**config.mk**
```make
export PLATFORM = sky130hd
export DESIGN_NAME = reg_bus_init
export DESIGN_NICKNAME = d
export VERILOG_FILES = /design/src/rtl/reg_bus_init.sv
export SDC_FILE = /design/constraint.sdc
export NUM_CORES = 1
export LEC_CHECK = 0
export CORE_AREA = 2 2 128 155
export DETAILED_ROUTE_END_ITERATION = 10
export DIE_AREA = 0 0 130 157
export PLACE_DENSITY = 0.79
export SETUP_SLACK_MARGIN = 0.05
export SYNTH_ARGS = -nofsm -noshare
export SYNTH_HDL_FRONTEND = slang
export SYNTH_SLANG_ARGS = --single-unit
```
**constraint.sdc**
```tcl
create_clock -name clk -period 3.05 [get_ports clk]
set_input_delay 0.4575 -clock clk [delete_from_list [all_inputs] [get_ports clk]]
set_output_delay 0.4575 -clock clk [all_outputs]
set_load 0.05 [all_outputs]
```
**src/rtl/reg_bus_init.sv**
```systemverilog
// Register-bus initiator: buffers controller commands in a small FIFO and issues
// each one as a single-cycle cs access, returning read data over valid/ready.
module reg_bus_init #(
  parameter int unsigned DEPTH  = 4,
  parameter int unsigned RD_LAT = 1,
  parameter int unsigned AW     = 8,
  parameter int unsigned DW     = 32
) (
  input  logic          clk,
  input  logic          xrst,
  input  logic          cmd_valid,
  output logic          cmd_ready,
  input  logic          cmd_rw,
  input  logic [AW-1:0] cmd_addr,
  input  logic [DW-1:0] cmd_wdata,
  output logic          rsp_valid,
  input  logic          rsp_ready,
  output logic [DW-1:0] rsp_rdata,
  output logic [AW-1:0] rsp_addr,
  output logic          busy,
  output logic          cs,
  output logic          rw,
  output logic [AW-1:0] addr,
  output logic [DW-1:0] wdata,
  input  logic [DW-1:0] rdata
);

  localparam int unsigned PW = (DEPTH > 1) ? $clog2(DEPTH) : 1;

  localparam logic [1:0] IDLE  = 2'd0;
  localparam logic [1:0] ISSUE = 2'd1;
  localparam logic [1:0] RWAIT = 2'd2;
  localparam logic [1:0] RESP  = 2'd3;

  logic [1:0]        state;
  logic [1:0]        wait_cnt;
  logic [PW:0]       count;
  logic [PW-1:0]     wr_ptr;
  logic [PW-1:0]     rd_ptr;
  logic [AW+DW:0]    fifo_mem [DEPTH];
  logic [AW+DW:0]    head;
  logic              full;
  logic              push;
  logic              pop;

  assign full      = (count == (PW+1)'(DEPTH));
  assign cmd_ready = ~full;
  assign push      = cmd_valid & ~full;
  assign pop       = (state == IDLE) && (count != '0);
  assign head      = fifo_mem[rd_ptr];
  assign busy      = (count != '0) | (state != IDLE);

  always_ff @(posedge clk) begin
    if (push) begin
      fifo_mem[wr_ptr] <= {cmd_rw, cmd_addr, cmd_wdata};
    end
  end

  // Pointers wrap naturally because DEPTH is a power of two.
  always_ff @(posedge clk) begin
    if (xrst) begin
      wr_ptr <= '0;
      rd_ptr <= '0;
      count  <= '0;
    end else begin
      if (push) wr_ptr <= wr_ptr + 1'b1;
      if (pop)  rd_ptr <= rd_ptr + 1'b1;
      case ({push, pop})
        2'b10:   count <= count + 1'b1;
        2'b01:   count <= count - 1'b1;
        default: count <= count;
      endcase
    end
  end

  always_ff @(posedge clk) begin
    if (xrst) begin
      state     <= IDLE;
      wait_cnt  <= '0;
      cs        <= 1'b0;
      rw        <= 1'b0;
      addr      <= '0;
      wdata     <= '0;
      rsp_valid <= 1'b0;
      rsp_rdata <= '0;
      rsp_addr  <= '0;
    end else begin
      cs <= 1'b0;
      case (state)
        IDLE: begin
          if (pop) begin
            rw    <= head[AW+DW];
            addr  <= head[AW+DW-1:DW];
            wdata <= head[AW+DW] ? head[DW-1:0] : '0;
            cs    <= 1'b1;
            state <= ISSUE;
          end
        end
        ISSUE: begin
          if (rw) begin
            state <= IDLE;
          end else begin
            wait_cnt <= 2'(RD_LAT - 1);
            state    <= RWAIT;
          end
        end
        RWAIT: begin
          if (wait_cnt == '0) begin
            rsp_rdata <= rdata;
            rsp_addr  <= addr;
            rsp_valid <= 1'b1;
            state     <= RESP;
          end else begin
            wait_cnt <= wait_cnt - 1'b1;
          end
        end
        RESP: begin
          // Holding here blocks further bus accesses until the response is taken.
          if (rsp_ready) begin
            rsp_valid <= 1'b0;
            state     <= IDLE;
          end
        end
        default: state <= IDLE;
      endcase
    end
  end

endmodule
```
==> flow_summary.yaml <==
cells_and_area:
  area_growth_syn_to_layout_pct: 27.04
  nets: 904
  antenna_cells: 0
  multiInputGateArea_mm2: 0.002750
  num-fill-cells: 1265
  layout-drive-gt1-share_pct: 17.28
  stdcell_count: 1095
  fin_util_pct: 66.80
  regArea_mm2: 0.006849
route:
  via_per_inst: 5.306
  firstDrtPassIters: 4
  drt_first_iter_violations: 381
  drt_wl_total_mm: 20.16
  route.detailed.drc: 0
  detail-route-antenna-nets: 0
  detail_route.wl_per_cell_um: 18.41
  vias: 5810
yosys:
  synth-seq-area-share_pct: 69.31
  synthesis.area_per_instance_um2: 14.97
  yosysUniqueCellTypes: 40
  synth.ff_latch_count: 260
  synthCells: 660
  yosys_warnings: 0
  synth_area_mm2: 0.009878
  syn-num-nets: 744
  synth_ff_type: "edfxtp_1"
  synth_edf_count: 164
  synthArstFlopShare_pct: 0
clock_network:
  clk_latency_ns: 0.51
  ctsResizeCount: 0
  postCtsSetupBuffers: 0
  cts_max_level: 1
  cts_tree: "yes"
  postCtsHoldBufs: 0
  clkSinkCount: 260
  cts_buffers: 25
  cts_root_buf: "clkbuf_16"
  cts.reportedPaths.clkPinSlew_ns: 0.06
  clockBufferDepth: 3
setup_path:
  required_ns: 2.59
  r2r-start: "count[2]"
  startpoint_type: "flip-flop"
  cp_slowest_cell: "clkdlybuf4s50_1"
  endpoint_kind: "output port"
  crit_arrival_ns: 2.13
  critPathKind: "flip-flop to output port"
  worstPathCellList: "nor2_1 > nand2_1 > clkdlybuf4s50_1"
  cpPeakStageDelay_ns: 0.82
  cp_max_fo: 12
  crit_start: "state[0]"
floorplan:
  fp-row-count: 55
  die_y_um: 157
  ios: 162
  coreArea_mm2: 0.01879
  chipWidth_um: 130
  die-area_mm2: 0.02041
  start_util_pct: 52.58
sta:
  period_share_pct: 84.94
  setup_tns_ns: 0
  fmax_ghz: 0.3860
  min_period_ns: 2.591
  final_max_slew_viol_count: 0
  worstMarginPinSlew_ns: 0.9184
  rsz0062_at_grt: "false"
  finalHoldViolCount: 0
  finalSetupViolations: 0
  finalClockSkew_ns: 0.007509
  relSlewSlack_pct: 38.77
global_routing:
  gr-usage-all-layers_pct: 20.02
  overflow: 0
  grt_max_degree: 78
  grt_pass1_vias: 6089
  grt_first_pass_wirelength_mm: 31.93
  antenna_found_initial: 0
placed_design:
  hpwl_mm: 12.91
  routabilityCongestion: 0.7210
  port_buffers: 161
  placed_cells: 1049
job:
  drv_cap: 0
power_and_ir_drop:
  power_frac_comb_pct: 32.4
  internal_power_mw: 7.571
  clkPwrFrac_pct: 27.8
  p_sw_mw: 3.944
  power_mw: 11.51
  ir_drop_v: 0.0006180
  pwr-share-seq_pct: 39.8
  switching_share_pct: 34.25
  p_leak_nw: 4.089
  power_density_mw_per_mm2: 917.5
min_path:
  min_from: "rsp_addr[1]"
  min_path_type: "flip-flop to flip-flop"
outcome:
  status: "finished, final reports clean"
final cells by class:
type                    count  area share [%]
clock buffers              29           5.184
clock inverters            17           1.705
inverters                   9          0.2891
multi-input cells         347           21.91
flip-flops and latches    260           54.58
well taps                 256           2.552
repair buffers            177           13.78
worst max-delay path: cells and delay by family (launching register included):
kind	cells	cell delay (ns)
DFF	1	0.54
and+or+nand+nor	2	0.26
buffers and inverters	1	0.82
stage by stage:
stage / instance area (µm²) / setup slack, ns / hold slack (ns)
2_1_floorplan: 9878 / 0.5506 / 0.4692
3_3_place_gp: 11690 / 0.6588 / 0.4409
3_5_place_dp: 11690 / 0.5465 / 0.4468
4_1_cts: 12550 / 0.4352 / 0.4552
5_1_grt: 12550 / 0.3119 / 0.4740
6_report: 12550 / 0.4593 / 0.4528
routing by layer:
layer / global-route usage, % / share of wire [%] / vias up
met1: 24.91 / 40 / 2836
met3: 4.011 / 6.6 / 29
met5: 0 / 0 / -
met4: 4.916 / 1.6 / 0
li1: - / - / 2737
met2: 35.85 / 52 / 208
kinds of logic (layout without fill, tap and decap cells):
kind of cell	count (synthesis)	in the layout	share of synthesized area (%)
XOR/XNOR	5	5	0.4434
AO/OA/AOI/OAI	95	95	6.105
adder cells (fa/ha/maj)	7	7	0.9626
AND/OR/NAND/NOR	199	199	9.968
buffers and inverters	53	232	2.951
multiplexers	41	41	10.26
flip-flops	260	260	69.31
flip-flops by register name, summed over array words and instances (netlist names), named ones only:
register,count
rsp_valid,1
rw,1
rd_ptr,2
wdata,32
cs,1
wait_cnt,2
fifo_mem,164
state,1
rsp_rdata,32
addr,8
rsp_addr,8
wr_ptr,2
count,3
path summary, 6_finish.rpt:
path / to / slack [ns] / depth (start not counted)
worst max-delay path: busy / 0.46 / 3
worst min-delay path: rsp_addr[1] / 0.45 / 2
worst max register to register: count[2] / 0.58 / 9
worst min register to register: rsp_addr[1] / 0.45 / 2
cells in the mapped netlist (3+ instances only):
library cell    n  area, µm²
a21oi_2        30      262.8
mux4_2         17      382.9
xor2_1          3      26.28
buf_2          14      70.07
a21oi_1        56      280.3
nor2_1         16      60.06
buf_6           4      45.04
nand3_1         3      15.01
and3_1          4      25.02
nand3_2        29      290.3
dfxtp_1        96       1922
edfxtp_1      164       4925
inv_1           7      26.28
o21ai_0         4      20.02
clkbuf_1       16      60.06
ha_1            6      75.07
nand2_1       136      510.5
mux4_1         24      630.6
buf_4           6      45.04
power by group through the flow:
stage,Sequential [mW],Clock [mW],Combinational (mW)
after floorplan,5.54,0,1.76
after global placement,4.62,0,3.68
after detailed placement,4.66,0,3.74
after CTS,4.59,3.26,3.77
after global routing,4.65,3.41,3.97
final,4.59,3.20,3.73
layout by cell type (no fill, tap or decap), types with 2 or more instances in the layout:
cell type / netlist / layout
a21oi_1: 56 / 56
a21oi_2: 30 / 30
and3_2: 0 / 4
buf_4: 6 / 17
bufinv_16: 0 / 5
clkbuf_1: 16 / 3
clkbuf_16: 0 / 25
clkdlybuf4s50_1: 0 / 160
clkinv_1: 0 / 4
clkinv_2: 0 / 5
clkinvlp_4: 0 / 2
dfxtp_1: 96 / 94
dfxtp_2: 0 / 2
edfxtp_1: 164 / 164
ha_1: 6 / 6
inv_1: 7 / 7
mux4_1: 24 / 24
mux4_2: 17 / 17
nand2_1: 136 / 136
nand3_1: 3 / 3
nand3_2: 29 / 29
nand3b_1: 2 / 2
nor2_1: 16 / 15
o21ai_0: 4 / 4
xnor2_1: 2 / 2
xor2_1: 3 / 3
No activity file was read; power rests on OpenSTA's default activity.
